[config.mk]
export PLATFORM = sky130hd
export DESIGN_NAME = trap_ctrl
export DESIGN_NICKNAME = d
export VERILOG_FILES = /design/src/rtl/core_pkg.sv /design/src/rtl/irq_prio_enc.sv /design/src/rtl/trap_ctrl.sv
export SDC_FILE = /design/constraint.sdc
export NUM_CORES = 1
export LEC_CHECK = 0
export CAP_MARGIN = 5
export CORE_AREA = 2 2 131 133
export CTS_CLUSTER_DIAMETER = 60
export DETAILED_ROUTE_END_ITERATION = 8
export DIE_AREA = 0 0 133 135
export GPL_TIMING_DRIVEN = 0
export HOLD_SLACK_MARGIN = 0.1
export PLACE_DENSITY_LB_ADDON = 0.25
export SYNTH_ARGS = -nofsm -noshare
export SYNTH_HDL_FRONTEND = slang
export SYNTH_HIERARCHICAL = 1
export SYNTH_SLANG_ARGS = --single-unit
[constraint.sdc]
create_clock -name clk_i -period 1.7 [get_ports clk_i]
set_input_delay 0.34 -clock clk_i [delete_from_list [all_inputs] [get_ports clk_i]]
set_output_delay 0.34 -clock clk_i [all_outputs]
set_load 0.005 [all_outputs]
[src/rtl/core_pkg.sv]
// -----------------------------------------------------------------------------
// core_pkg
// Shared types and constants for the machine-mode trap sequencer.
//   trap_state_e : sequencer states (idle, drain, enter, return)
//   trap_kind_e  : which source started the current trap sequence
//   IrqId*       : standard interrupt ids (MSI, MTI, MEI)
//   IrqLegalMask : every interrupt id the sequencer knows how to prioritise
// -----------------------------------------------------------------------------
package core_pkg;

    typedef enum logic [1:0] {
        StIdle,
        StDrain,
        StEnter,
        StReturn
    } trap_state_e;

    typedef enum logic {
        KindExc,
        KindIrq
    } trap_kind_e;

    localparam logic [4:0] IrqIdMsi = 5'd3;
    localparam logic [4:0] IrqIdMti = 5'd7;
    localparam logic [4:0] IrqIdMei = 5'd11;

    // MSI, MTI, MEI and the local interrupts 16..31.
    localparam logic [31:0] IrqLegalMask = 32'hFFFF_0888;

    // mcause value for an interrupt: interrupt flag in the MSB, id in the low bits.
    function automatic logic [31:0] irq_cause(input logic [4:0] id);
        return {1'b1, 26'b0, id};
    endfunction

    // mcause value for a synchronous exception.
    function automatic logic [31:0] exc_cause(input logic [3:0] code);
        return {28'b0, code};
    endfunction

endpackage

[src/rtl/irq_prio_enc.sv]
// -----------------------------------------------------------------------------
// irq_prio_enc
// Combinational fixed-priority encoder for pending interrupts.
// Priority: MEI (11) > MSI (3) > MTI (7) > local 16..31 (lowest id first).
// Bits outside the legal id set are ignored.
//   pending in  32 : masked pending vector (ip & ie & mask)
//   valid   out 1  : at least one legal id is pending
//   id      out 5  : winning interrupt id (0 when valid is low)
// -----------------------------------------------------------------------------
module irq_prio_enc
    import core_pkg::*;
(
    input  logic [31:0] pending,
    output logic        valid,
    output logic [4:0]  id
);

    always_comb begin
        valid = 1'b1;
        id    = '0;
        if (pending[IrqIdMei]) begin
            id = IrqIdMei;
        end else if (pending[IrqIdMsi]) begin
            id = IrqIdMsi;
        end else if (pending[IrqIdMti]) begin
            id = IrqIdMti;
        end else begin
            valid = 1'b0;
            // Walk downwards so the lowest pending local id is the last one written.
            for (int i = 31; i >= 16; i--) begin
                if (pending[i]) begin
                    valid = 1'b1;
                    id    = 5'(i);
                end
            end
        end
    end

endmodule

[src/rtl/trap_ctrl.sv]
// -----------------------------------------------------------------------------
// trap_ctrl
// Machine-mode trap sequencer. Picks one trap source per event (exception >
// interrupt > mret), stalls fetch while the pipeline drains, then emits a
// single-cycle trap-entry or return pulse to the CSR unit plus a PC redirect.
//
// Build option: define TRAP_VECTORED_EN to enable vectored interrupt entry
// (mtvec mode 2'b01 -> base + 4*id for interrupts). Without it every trap goes
// to the mtvec base and mtvec[1:0] is ignored.
//
// Ports:
//   clk_i, reset_ni    : clock, asynchronous active-low reset
//   ip_i, ie_i         : MIP / MIE from the CSR unit
//   status_i           : MSTATUS (bit 3 = MIE)
//   vec_i, mepc_i      : MTVEC / MEPC from the CSR unit
//   exc_valid_i        : synchronous exception from the pipeline
//   exc_cause_i        : exception code
//   exc_pc_i           : PC of the faulting instruction
//   mret_i             : mret decoded
//   pipe_idle_i        : all older instructions retired
//   next_pc_i          : PC of the oldest unexecuted instruction
//   stall_o            : hold fetch/issue (decoded from state only)
//   trap_valid_o       : trap-entry strobe to the CSR unit
//   ecause_o, epc_o    : cause and PC to record on trap entry
//   ret_o              : mret strobe to the CSR unit
//   redirect_o         : PC redirect strobe
//   redirect_pc_o      : redirect target
// -----------------------------------------------------------------------------
module trap_ctrl
    import core_pkg::*;
#(
    parameter logic [31:0] IRQ_MASK = 32'hFFFF_0888
) (
    input  logic        clk_i,
    input  logic        reset_ni,
    input  logic [31:0] ip_i,
    input  logic [31:0] ie_i,
    input  logic [31:0] status_i,
    input  logic [31:0] vec_i,
    input  logic [31:0] mepc_i,
    input  logic        exc_valid_i,
    input  logic [3:0]  exc_cause_i,
    input  logic [31:0] exc_pc_i,
    input  logic        mret_i,
    input  logic        pipe_idle_i,
    input  logic [31:0] next_pc_i,
    output logic        stall_o,
    output logic        trap_valid_o,
    output logic [31:0] ecause_o,
    output logic [31:0] epc_o,
    output logic        ret_o,
    output logic        redirect_o,
    output logic [31:0] redirect_pc_o
);

    trap_state_e state_q, state_d;
    trap_kind_e  kind_q, kind_d;
    logic [3:0]  exc_code_q, exc_code_d;
    logic [31:0] exc_pc_q, exc_pc_d;

    logic        trap_valid_d;
    logic        ret_d;
    logic        redirect_d;
    logic [31:0] ecause_d;
    logic [31:0] epc_d;
    logic [31:0] redirect_pc_d;

    logic [31:0] pending;
    logic        irq_valid;
    logic [4:0]  irq_id;
    logic        irq_pending;
    logic [31:0] vec_base;
    logic [31:0] irq_target;

    // Only status bit 3 and the mtvec base/mode bits are consumed here.
    logic unused_inputs;
    assign unused_inputs = ^{status_i[31:4], status_i[2:0], vec_i[1:0]};

    // Ids outside the legal set cannot be prioritised, so drop them up front to
    // keep "pending" and "encoder valid" equivalent.
    assign pending     = ip_i & ie_i & IRQ_MASK & IrqLegalMask;
    assign irq_pending = status_i[3] & irq_valid;

    // Shared between the IDLE detect and the DRAIN re-evaluation.
    irq_prio_enc u_irq_prio_enc (
        .pending (pending),
        .valid   (irq_valid),
        .id      (irq_id)
    );

    assign vec_base = {vec_i[31:2], 2'b00};

`ifdef TRAP_VECTORED_EN
    assign irq_target = (vec_i[1:0] == 2'b01) ? vec_base + {25'b0, irq_id, 2'b00} : vec_base;
`else
    assign irq_target = vec_base;
`endif

    // -------------------------------------------------------------------------
    // State register
    // -------------------------------------------------------------------------
    always_ff @(posedge clk_i or negedge reset_ni) begin
        if (!reset_ni) begin
            state_q    <= StIdle;
            kind_q     <= KindExc;
            exc_code_q <= '0;
            exc_pc_q   <= '0;
        end else begin
            state_q    <= state_d;
            kind_q     <= kind_d;
            exc_code_q <= exc_code_d;
            exc_pc_q   <= exc_pc_d;
        end
    end

    // -------------------------------------------------------------------------
    // Next-state logic
    // -------------------------------------------------------------------------
    always_comb begin
        state_d    = state_q;
        kind_d     = kind_q;
        exc_code_d = exc_code_q;
        exc_pc_d   = exc_pc_q;
        unique case (state_q)
            StIdle: begin
                if (exc_valid_i) begin
                    kind_d     = KindExc;
                    exc_code_d = exc_cause_i;
                    exc_pc_d   = exc_pc_i;
                    state_d    = StDrain;
                end else if (irq_pending) begin
                    kind_d  = KindIrq;
                    state_d = StDrain;
                end else if (mret_i) begin
                    state_d = StReturn;
                end
            end
            StDrain: begin
                if (pipe_idle_i) begin
                    if (kind_q == KindExc || irq_pending) begin
                        state_d = StEnter;
                    end else begin
                        // Interrupt withdrawn while draining: abandon silently.
                        state_d = StIdle;
                    end
                end
            end
            StEnter:  state_d = StIdle;
            StReturn: state_d = StIdle;
            default:  state_d = StIdle;
        endcase
    end

    // -------------------------------------------------------------------------
    // Output logic: next values of the registered strobes, loaded on the edge
    // that enters ENTER or RETURN so they are high for exactly that cycle.
    // -------------------------------------------------------------------------
    always_comb begin
        trap_valid_d  = 1'b0;
        ret_d         = 1'b0;
        redirect_d    = 1'b0;
        ecause_d      = '0;
        epc_d         = '0;
        redirect_pc_d = '0;
        if (state_q == StDrain && state_d == StEnter) begin
            trap_valid_d = 1'b1;
            redirect_d   = 1'b1;
            if (kind_q == KindExc) begin
                ecause_d      = exc_cause(exc_code_q);
                epc_d         = exc_pc_q;
                redirect_pc_d = vec_base;
            end else begin
                // Winner re-evaluated now; it may differ from the id seen in IDLE.
                ecause_d      = irq_cause(irq_id);
                epc_d         = next_pc_i;
                redirect_pc_d = irq_target;
            end
        end else if (state_q == StIdle && state_d == StReturn) begin
            ret_d         = 1'b1;
            redirect_d    = 1'b1;
            redirect_pc_d = mepc_i;
        end
    end

    always_ff @(posedge clk_i or negedge reset_ni) begin
        if (!reset_ni) begin
            trap_valid_o  <= 1'b0;
            ret_o         <= 1'b0;
            redirect_o    <= 1'b0;
            ecause_o      <= '0;
            epc_o         <= '0;
            redirect_pc_o <= '0;
        end else begin
            trap_valid_o  <= trap_valid_d;
            ret_o         <= ret_d;
            redirect_o    <= redirect_d;
            ecause_o      <= ecause_d;
            epc_o         <= epc_d;
            redirect_pc_o <= redirect_pc_d;
        end
    end

    assign stall_o = (state_q != StIdle);

endmodule

* Word-level counts from Yosys, hierarchy flattened
Index checks and enable logic that the tools add are counted.
** Word-level totals
- Bits of input ports :: 233
- Flip-flop bits (word level) :: 138
** Cells by class
- Eq/ne operators :: 5
- Bitwise operators :: 3
- Mux-type cells :: 56
- Reduce and logical (&&, ||, !) cells :: 9
** Operators by type and width (count)
- two-way mux 32 bit :: 6
- two-way mux 5 bit :: 19
- AND 32 bit :: 1
- two-way mux 1 bit :: 25
- two-way mux 2 bit :: 5
- equality test 2 bit, second input constant :: 4
- case mux 2 bit (3 select lines) :: 1
- AND reduction 2 bit :: 2
- nonzero test 2 bit :: 2
- equality test 2 x 1 -> 1 bit, second input constant :: 1
- logical AND 1 bit :: 2
- zero test 2 bit :: 1
- OR reduction 2 bit :: 1
- AND 1 bit :: 1
- logical OR 1 bit :: 1
- inverter 1 bit :: 1

* Logic depth before layout (Yosys ltp)
Gate-level depths: netlist (run 1).
- Depth in word-level cells :: 29
- Gate-level depth with buffers :: 10
- Depth with buffers taken out :: 9

* By module
The synthesis (run 1) kept the hierarchy.
** By module, submodules not included
- trap_ctrl :: times used 1, cells an instance 334, area each 4548.1 sq um
- irq_prio_enc :: times used 1, cells an instance 38, area each 207.7 sq um

* Least setup slack after synthesis (run 1)
Ideal clock, no wire load.
- Path kind :: input to register
- From :: in ip_i[28]
- To :: reg redirect_pc_o[10]
- Slack :: -0.481 ns
- Buffers on the path :: 1
- Cell stages on the path :: 10
- Arrival time :: 2.060 ns
- Setup time :: 0.121 ns
- Path through :: and2_1 nor4_1 nand3_1 nor3_1 nand2_1 a21bo_2 nand3_4 inv_2 buf_6 a22o_1
** Between the ends
- Word-level cells in the longest chain between the ends :: 26
- Elaborated cells between the ends (all ways) :: 30
- Those cells by class :: 2 x eq/ne; 23 x mux; 2 x bitwise; 3 x reduce/logical
** RTL lines
- from (decl) :: RTL line trap_ctrl.sv:36 : input logic [31:0] ip_i,
- AND 32 bit (*) :: RTL line trap_ctrl.sv:81 : assign pending = ip_i & ie_i & IRQ_MASK & IrqLegalMask;
- two-way mux 1 bit (*) (13 in series) :: RTL line irq_prio_enc.sv:31 : if (pending[i]) begin
- two-way mux 1 bit (*) :: RTL line irq_prio_enc.sv:25 : end else if (pending[IrqIdMti]) begin
- two-way mux 1 bit (*) :: RTL line irq_prio_enc.sv:23 : end else if (pending[IrqIdMsi]) begin
- two-way mux 1 bit (*) :: RTL line irq_prio_enc.sv:21 : if (pending[IrqIdMei]) begin
- via irq_valid :: RTL line trap_ctrl.sv:69 : logic irq_valid;
- AND 1 bit (*) :: RTL line trap_ctrl.sv:82 : assign irq_pending = status_i[3] & irq_valid;
- logical OR 1 bit :: RTL line trap_ctrl.sv:140 : if (kind_q == KindExc || irq_pending) begin
- two-way mux 2 bit :: RTL line trap_ctrl.sv:140
- two-way mux 2 bit :: RTL line trap_ctrl.sv:139 : if (pipe_idle_i) begin
- case mux 2 bit (3 select lines) (*) :: RTL line trap_ctrl.sv:124 : unique case (state_q)
- equality test 2 bit :: RTL line trap_ctrl.sv:178 : end else if (state_q == StIdle && state_d == StReturn) begin
- logical AND 1 bit :: RTL line trap_ctrl.sv:178
- two-way mux 32 bit :: RTL line trap_ctrl.sv:178
- two-way mux 32 bit (*) :: RTL line trap_ctrl.sv:165 : if (state_q == StDrain && state_d == StEnter) begin
- via redirect_pc_d[10] :: RTL line trap_ctrl.sv:66 : logic [31:0] redirect_pc_d;
- to (signal assigned) :: RTL line trap_ctrl.sv:199 : redirect_pc_o <= redirect_pc_d;
- to (decl) :: RTL line trap_ctrl.sv:53 : output logic [31:0] redirect_pc_o
The timed path passes the listed nets; every way through them passes the cells marked *.
A chain may end at the register's enable or synchronous reset.

* Final worst setup path (run 1)
- From :: in ip_i[11]
- To :: reg redirect_pc_o[26]
** Between the ends
- Word-level cells in the longest chain between the ends :: 11
- Elaborated cells between the ends (all ways) :: 15
- Those cells by class :: 2 x eq/ne; 8 x mux; 2 x bitwise; 3 x reduce/logical
** RTL lines
- AND 32 bit (*) :: RTL line trap_ctrl.sv:81
- via pending[11] :: RTL line trap_ctrl.sv:68 : logic [31:0] pending;
- two-way mux 1 bit (*) :: RTL line irq_prio_enc.sv:21
- via irq_valid :: RTL line trap_ctrl.sv:69
- AND 1 bit (*) :: RTL line trap_ctrl.sv:82
- logical OR 1 bit :: RTL line trap_ctrl.sv:140
- two-way mux 2 bit :: RTL line trap_ctrl.sv:140
- two-way mux 2 bit :: RTL line trap_ctrl.sv:139
- case mux 2 bit (3 select lines) (*) :: RTL line trap_ctrl.sv:124
- equality test 2 bit :: RTL line trap_ctrl.sv:178
- logical AND 1 bit :: RTL line trap_ctrl.sv:178
- two-way mux 32 bit :: RTL line trap_ctrl.sv:178
- two-way mux 32 bit (*) :: RTL line trap_ctrl.sv:165
- via redirect_pc_d[26] :: RTL line trap_ctrl.sv:66
Marks and branches as above.

==> impl_metrics.yaml, run 1 <==
layout:
  design_area_um2: 8690
  antenna_cells: 0
  nets: 937
  area_growth_syn_to_layout_pct: 82.8
  stdcell_count: 929
  final_layout_size_suffix_gt1_share_pct: 28.8
  post-route-util_pct: 53.0
critical_path:
  r2r_end: "exc_code_q[0]$_DFFE_PN0P_"
  crit_buf_inv: 4
  path_max_fanout: 4
  critPathArrivalTime_ns: 2.18
  cp_cell_sequence: "clkdlybuf4s50_1 > and2_1 > nor3_4 > nand2_2 > a21bo_4 > nand3_4 > buf_6 > buf_12 > inv_8 > a22o_1"
  cpMaxStageDelayCell: "clkdlybuf4s50_1"
  crit_start: "ip_i[11]"
  cp.depth: 10
  start_kind: "input pin"
  reg2reg_slack_ns: 0.05
  crit_end: "redirect_pc_o[26]$_DFF_PN0_"
  crit_family: "simple AND/OR/NAND/NOR gates"
  critPathKind: "input pin to flip-flop"
  max_stage_delay_ns: 0.39
  r2r-start: "state_q[1]$_DFF_PN0_"
  crit_required_ns: 1.93
  cp-end-kind: "flip-flop"
  reg2reg_depth: 5
routing:
  wl_um: 14500
  vias_per_cell: 4.34
  drt-initial-drc-count: 106
  wl_per_cell_um: 15.6
  vias: 4033
  drcViolationCount: 0
  postRouteAntennaNets: 0
  firstDrtPassIters: 4
power_and_ir_drop:
  p_int_mw: 7.15
  power.density_nw_per_um2: 1160
  power_leakage_nw: 4.03
  ir_worst_vdd_v: 0.000621
  clkPwrFrac_pct: 20.0
  seqPwrFrac_pct: 37.7
  total_power_mw: 10.1
  netSwitchingPower_mw: 2.93
  p_comb_share_pct: 42.2
  power_switching_share_pct: 29.0
status:
  violations: "setup timing"
  status: "complete, but fails checks"
timing:
  fin_ws_ns: -0.242
  setup_viol: 73
  fin_worst_skew_ns: 0.00673
  max_freq_ghz: 0.515
  grt_setup_unrepaired: "yes"
  setup_tns_ns: -13.05
  period_needed_ns: 1.94
  finalHoldViolCount: 0
  worst_pin_slew_ns: 0.793
  hold_slack_ns: 0.0790
  maxSlewHeadroom_pct: 47.1
  finalMaxSlewViolations: 0
  min_period_over_period_pct: 114
clock_tree:
  numCtsBuffers: 9
  hold_buffers: 0
  htreeDepth: 3
  clk_path_buf_depth: 2
  cts_tree: "yes"
  cts_sinks: 112
  clk_latency_ns: 0.35
  cts_root_buffer: "clkbuf_16"
  clk_pin_slew_ns: 0.07
yosys:
  netlist_instances: 372
  synth_warnings: 6
  synth_top_area_share_pct: 58.9
  synthArstFlopShare_pct: 100
  synth_edf_count: 0
  synth_cell_types: 34
  netlist_area_um2: 4760
  yosys.area.top_type: "dfrtp_1"
  synth_area_leaders: "dfrtp_1 (59%), mux2i_1 (7.6%), mux2_2 (7.3%), a22o_1 (5.5%), buf_4 (4.3%)"
  synth_seq_area_share_pct: 58.9
  ys_ff_latch: 112
  synth_area_per_cell_um2: 12.8
  synthFlopType: "dfrtp_1"
placement:
  place_ws_ns: -1.10
  dp_hpwl_um: 10300
  gp_congestion: 0.783
  place_area_um2: 7650
  io_buffers: 247
  dp_cells: 865
min_path:
  hold_path.class: "input pin to async pin"
global_route:
  grt-ovfl-total: 0
  grt_pass1_wl_um: 22400
  grt_max_degree: 61
  grt_usage_pct: 16.1
  first_global_vias: 4328
  grt_antenna_before_repair: 0
floorplan:
  start_util_pct: 29.0
  die_x_um: 133
  fp.dieH_um: 135
  rows: 47
  die_area_um2: 18000
  core_um2: 16400
  ios: 333
flow_run:
  maxCapViolCount: 0
-- cell usage after synthesis (2+ instances only) --
library cell / count
a21oi_1: 3
a221oi_1: 2
a22o_1: 30
a31oi_1: 2
and2_1: 23
and3_1: 2
buf_2: 11
buf_4: 27
buf_6: 7
dfrtp_1: 112
inv_1: 4
mux2_1: 5
mux2_2: 31
mux2i_1: 36
nand2_1: 3
nor2_1: 50
nor2b_1: 2
nor3_1: 2
nor4_1: 2
o211ai_1: 2
o221ai_1: 2
or2_2: 2
-- cells in the final DEF (no fill, tap or decap), types with 11 or more instances in the layout --
master and count:
dfrtp_1 112, nor2_1 30, clkbuf_16 11, and2_4 19
buf_6 22, mux2i_1 36, conb_1 26, clkdlybuf4s50_1 214
dlygate4sd2_1 14, buf_4 57, a22o_1 30, mux2_2 31
-- power by group through the flow --
stage	registers (mW)	logic, mW	clock network, mW
finish	3.80	4.26	2.02
floorplan	3.85	1.88	0
global route	3.91	4.59	2.22
global placement	3.84	3.52	0
detailed placement	3.86	3.59	0
CTS	3.81	4.16	2.11
-- cell type report --
cell class              instances  area [µm²]
fillers                      1393        7710
repair buffers                295        2980
flip-flops and latches        112        2800
multi-input cells             235        1920
plain buffers                  45         395
well taps                     220         275
clock buffers                  11         243
clock inverters                 5        40.0
inverters                       5        26.3
repair inverters                1        11.3
-- repair_timing --
action                                 CTS  global route
gates resized for setup                121            29
gates cloned                             6             2
pin swaps                               44            29
endpoints found under the hold margin    0             0
setup endpoints to repair               77           105
setup buffers                           41             8
-- layer usage --
| layer | global-route usage (%) | share of wire (%) | vias up | wire [µm] |
|---|---|---|---|---|
| met1 | 17.2 | 37 | 1923 | 5340 |
| met4 | 5.91 | 2.3 | 0 | 335 |
| met2 | 28.8 | 51 | 190 | 7420 |
| li1 | - | - | 1898 | - |
| met5 | 0 | 0 | - | 0 |
| met3 | 6.27 | 9.8 | 22 | 1420 |
-- flip-flops by register name (all words and copies together), names as in the netlist, 2 cells and up --
| name | flops |
|---|---|
| epc_o | 32 |
| exc_pc_q | 32 |
| redirect_pc_o | 32 |
| ecause_o | 6 |
| exc_code_q | 4 |
| state_q | 2 |
-- cell families after synthesis --
group / share of synthesized area [%]
compound gates: 7.97
simple gates: 9.44
flops: 58.9
other cells: 0.0789
mux: 16.1
buf+inv: 7.47
-- worst register-to-register path: stages (launching register included) --
cell	delay, ns
dfrtp_1	0.40
nor2_1	0.22
and2_1	0.20
buf_6	0.18
buf_6	0.18
mux2_1	0.35
-- worst min path at each step --
stage          slack [ns]                     to                 start
2_1_floorplan        0.04  ecause_o[0]$_DFF_PN0_              reset_ni
3_3_place_gp         0.44   state_q[0]$_DFF_PN0_  state_q[1]$_DFF_PN0_
3_5_place_dp         0.46   state_q[0]$_DFF_PN0_  state_q[1]$_DFF_PN0_
4_1_cts              0.10    epc_o[18]$_DFF_PN0_              reset_ni
5_1_grt              0.14    epc_o[20]$_DFF_PN0_              reset_ni
6_report             0.08    epc_o[20]$_DFF_PN0_              reset_ni
Power figures use the tool's default switching activity.
==> run 2, diff against run 1 <==
Settings changed: ABC_AREA from default to 0.
==> results of run 2 <==
No change in the layout: final DEF, timing and power equal those of run 1.
==> run 3, diff against run 2 <==
Settings changed: GPL_TIMING_DRIVEN 0 to default.
Clock period 1.7 ns to 2.1 ns, I/O delays scaled along.
==> run 3 against run 2 <==
Effect of this change:
- the run now ends clean
- register-to-register slack improved by 0.36 ns
- cell area shrank 4.5%
- routed wire length decreased by 2.3%
- worst hold slack better by 0.40 ns
- total power decreased by 22%
- via count is 3.6% lower
- clock power decreased by 16%
- combinational power fell by 28%
- sequential share of layout area rose by 1.5 points
- clock-buffer cell count unchanged
- global-route usage barely moved
- critical path type unchanged
- critical endpoint is now redirect_pc_o[27]$_DFF_PN0_
==> impl_metrics.yaml, run 3 (synthesis gave the netlist of run 1 again) <==
critical_path:
  cp-end-kind: "flip-flop"
  crit_start: "ip_i[30]"
  critPathKind: "input pin to flip-flop"
  reg2reg_depth: 4
  reg2reg_slack_ns: 0.41
  r2r-start: "state_q[1]$_DFF_PN0_"
  path_max_fanout: 9
  r2r_end: "exc_pc_q[22]$_DFFE_PN0P_"
  start_kind: "input pin"
  crit_required_ns: 2.33
  crit_end: "redirect_pc_o[27]$_DFF_PN0_"
  critPathArrivalTime_ns: 2.25
floorplan:
  fp.dieH_um: 135
  die_area_um2: 18000
  ios: 333
  die_x_um: 133
  start_util_pct: 29.0
  core_um2: 16400
  rows: 47
clock_tree:
  clk_path_buf_depth: 2
  cts_sinks: 112
  numCtsBuffers: 9
  cts_tree: "yes"
  clk_latency_ns: 0.34
  clk_pin_slew_ns: 0.07
  cts_root_buffer: "clkbuf_16"
  htreeDepth: 3
power_and_ir_drop:
  netSwitchingPower_mw: 2.24
  power.density_nw_per_um2: 945
  clkPwrFrac_pct: 21.6
  total_power_mw: 7.85
  ir_worst_vdd_v: 0.000541
  power_leakage_nw: 3.79
  power_switching_share_pct: 28.5
  seqPwrFrac_pct: 39.5
  p_comb_share_pct: 38.9
  p_int_mw: 5.61
layout:
  final_common_cell: "clkdlybuf4s50_1"
  ff_latch_area_um2: 2800
  final_layout_size_suffix_gt1_share_pct: 21.8
  antenna_cells: 0
  mostFrequentLayoutCells: "clkdlybuf4s50_1 (228), dfrtp_1 (111), buf_4 (52)"
  nets: 908
  reg.largest.list: "epc_o (32), exc_pc_q (32), redirect_pc_o (32)"
  area_growth_syn_to_layout_pct: 74.7
  n_fill_cell: 1375
  design_area_um2: 8310
  multi_input_area_um2: 1830
routing:
  drt-initial-drc-count: 153
  wl_per_cell_um: 15.8
  postRouteAntennaNets: 0
  vias: 3889
  wl_um: 14200
  firstDrtPassIters: 4
  drcViolationCount: 0
  vias_per_cell: 4.33
global_route:
  grt-ovfl-total: 0
  first_global_vias: 4214
  grt_max_degree: 48
  grt_antenna_before_repair: 0
  grt_usage_pct: 16.1
  grt_pass1_wl_um: 22200
timing:
  fin_worst_skew_ns: 0.00604
  finalMaxSlewViolations: 0
  hold_slack_ns: 0.479
  finalHoldViolCount: 0
  min_period_over_period_pct: 96.2
  fin_ws_ns: 0.0798
  setup_viol: 0
  max_freq_ghz: 0.495
  period_needed_ns: 2.02
placement:
  place_area_um2: 7570
  place_ws_ns: -0.582
  dp_hpwl_um: 10000
  io_buffers: 247
  gp_congestion: 0.761
status:
  status: "completed"
min_path:
  hold_path.class: "flip-flop to flip-flop"
flow_run:
  maxCapViolCount: 0
## run 3: cell count changes in the layout (fill, tap and decap cells not counted), sizes merged
cell           previous run  this run
dlymetal6s2s             10         9
dlygate4sd3               0         1
inv                       7         9
clkinv                    4         2
clkbuf                   13        11
clkdlybuf4s50           214       228
bufinv                    0         1
clkdlybuf4s15             0         4
clkinvlp                  0         1
buf                     100        61
dlygate4sd2              14         5
## run 3: power groups by stage
stage,registers (mW),clock network [mW],logic [mW]
global placement,3.13,0,2.78
CTS,3.11,1.76,3.07
global route,3.18,1.84,3.31
floorplan,3.12,0,1.52
finish,3.10,1.69,3.06
detailed placement,3.15,0,2.82
## run 3: what timing repair did
| action | CTS | global route |
|---|---|---|
| pin swaps | 19 | 29 |
| endpoints found under the setup margin | 73 | 73 |
| gates cloned | 4 | 0 |
| gates resized for setup | 37 | 34 |
| setup buffers | 27 | 4 |
| hold endpoints to repair | 27 | 0 |
| hold buffers | 1 | 0 |
## run 3: how the worst min path moves through the flow
stage | start | to | slack, ns | cells past startpoint
floorplan | reset_ni | ecause_o[0]$_DFF_PN0_ | 0.12 | 0
global placement | reset_ni | epc_o[16]$_DFF_PN0_ | 0.38 | 1
detailed placement | reset_ni | epc_o[19]$_DFF_PN0_ | 0.38 | 1
CTS | state_q[1]$_DFF_PN0_ | state_q[0]$_DFF_PN0_ | 0.47 | 1
global route | state_q[1]$_DFF_PN0_ | state_q[0]$_DFF_PN0_ | 0.50 | 1
finish | state_q[1]$_DFF_PN0_ | state_q[0]$_DFF_PN0_ | 0.48 | 1
## run 3: layout make-up
cell class | count | share of cell area [%]
clock buffer | 11 | 2.80
clock inverter | 4 | 0.663
inverter | 5 | 0.377
multi-input combinational | 235 | 22.0
sequential | 112 | 33.8
tap | 220 | 3.31
timing repair buffer | 308 | 36.6
timing repair inverter | 4 | 0.512
## run 3: worst max-delay path, cell delays in order
cell and delay, ns:
clkdlybuf4s15_1 0.17, and2_4 0.17, nor4_4 0.32, nand3_2 0.15, nor3_4 0.16, nand2_2 0.10
a21bo_2 0.23, nand3_4 0.10, buf_12 0.14, inv_6 0.06, a22o_1 0.23
## run 3: per-layer routing
metal	track usage (%)	wire length, µm	vias up
met5	0	0	-
met4	5.02	216	0
met3	4.95	1190	14
met2	28.3	7030	185
met1	19.0	5740	1854
li1	-	-	1836
## run 3: metrics by stage
stage	setup TNS [ns]	instances	util, %
floorplan	0	397	-
global placement	-32.06	852	46.2
detailed placement	-35.64	852	46.2
CTS	0	899	50.0
global route	-0.0812	899	50.6
finish	0	899	50.6
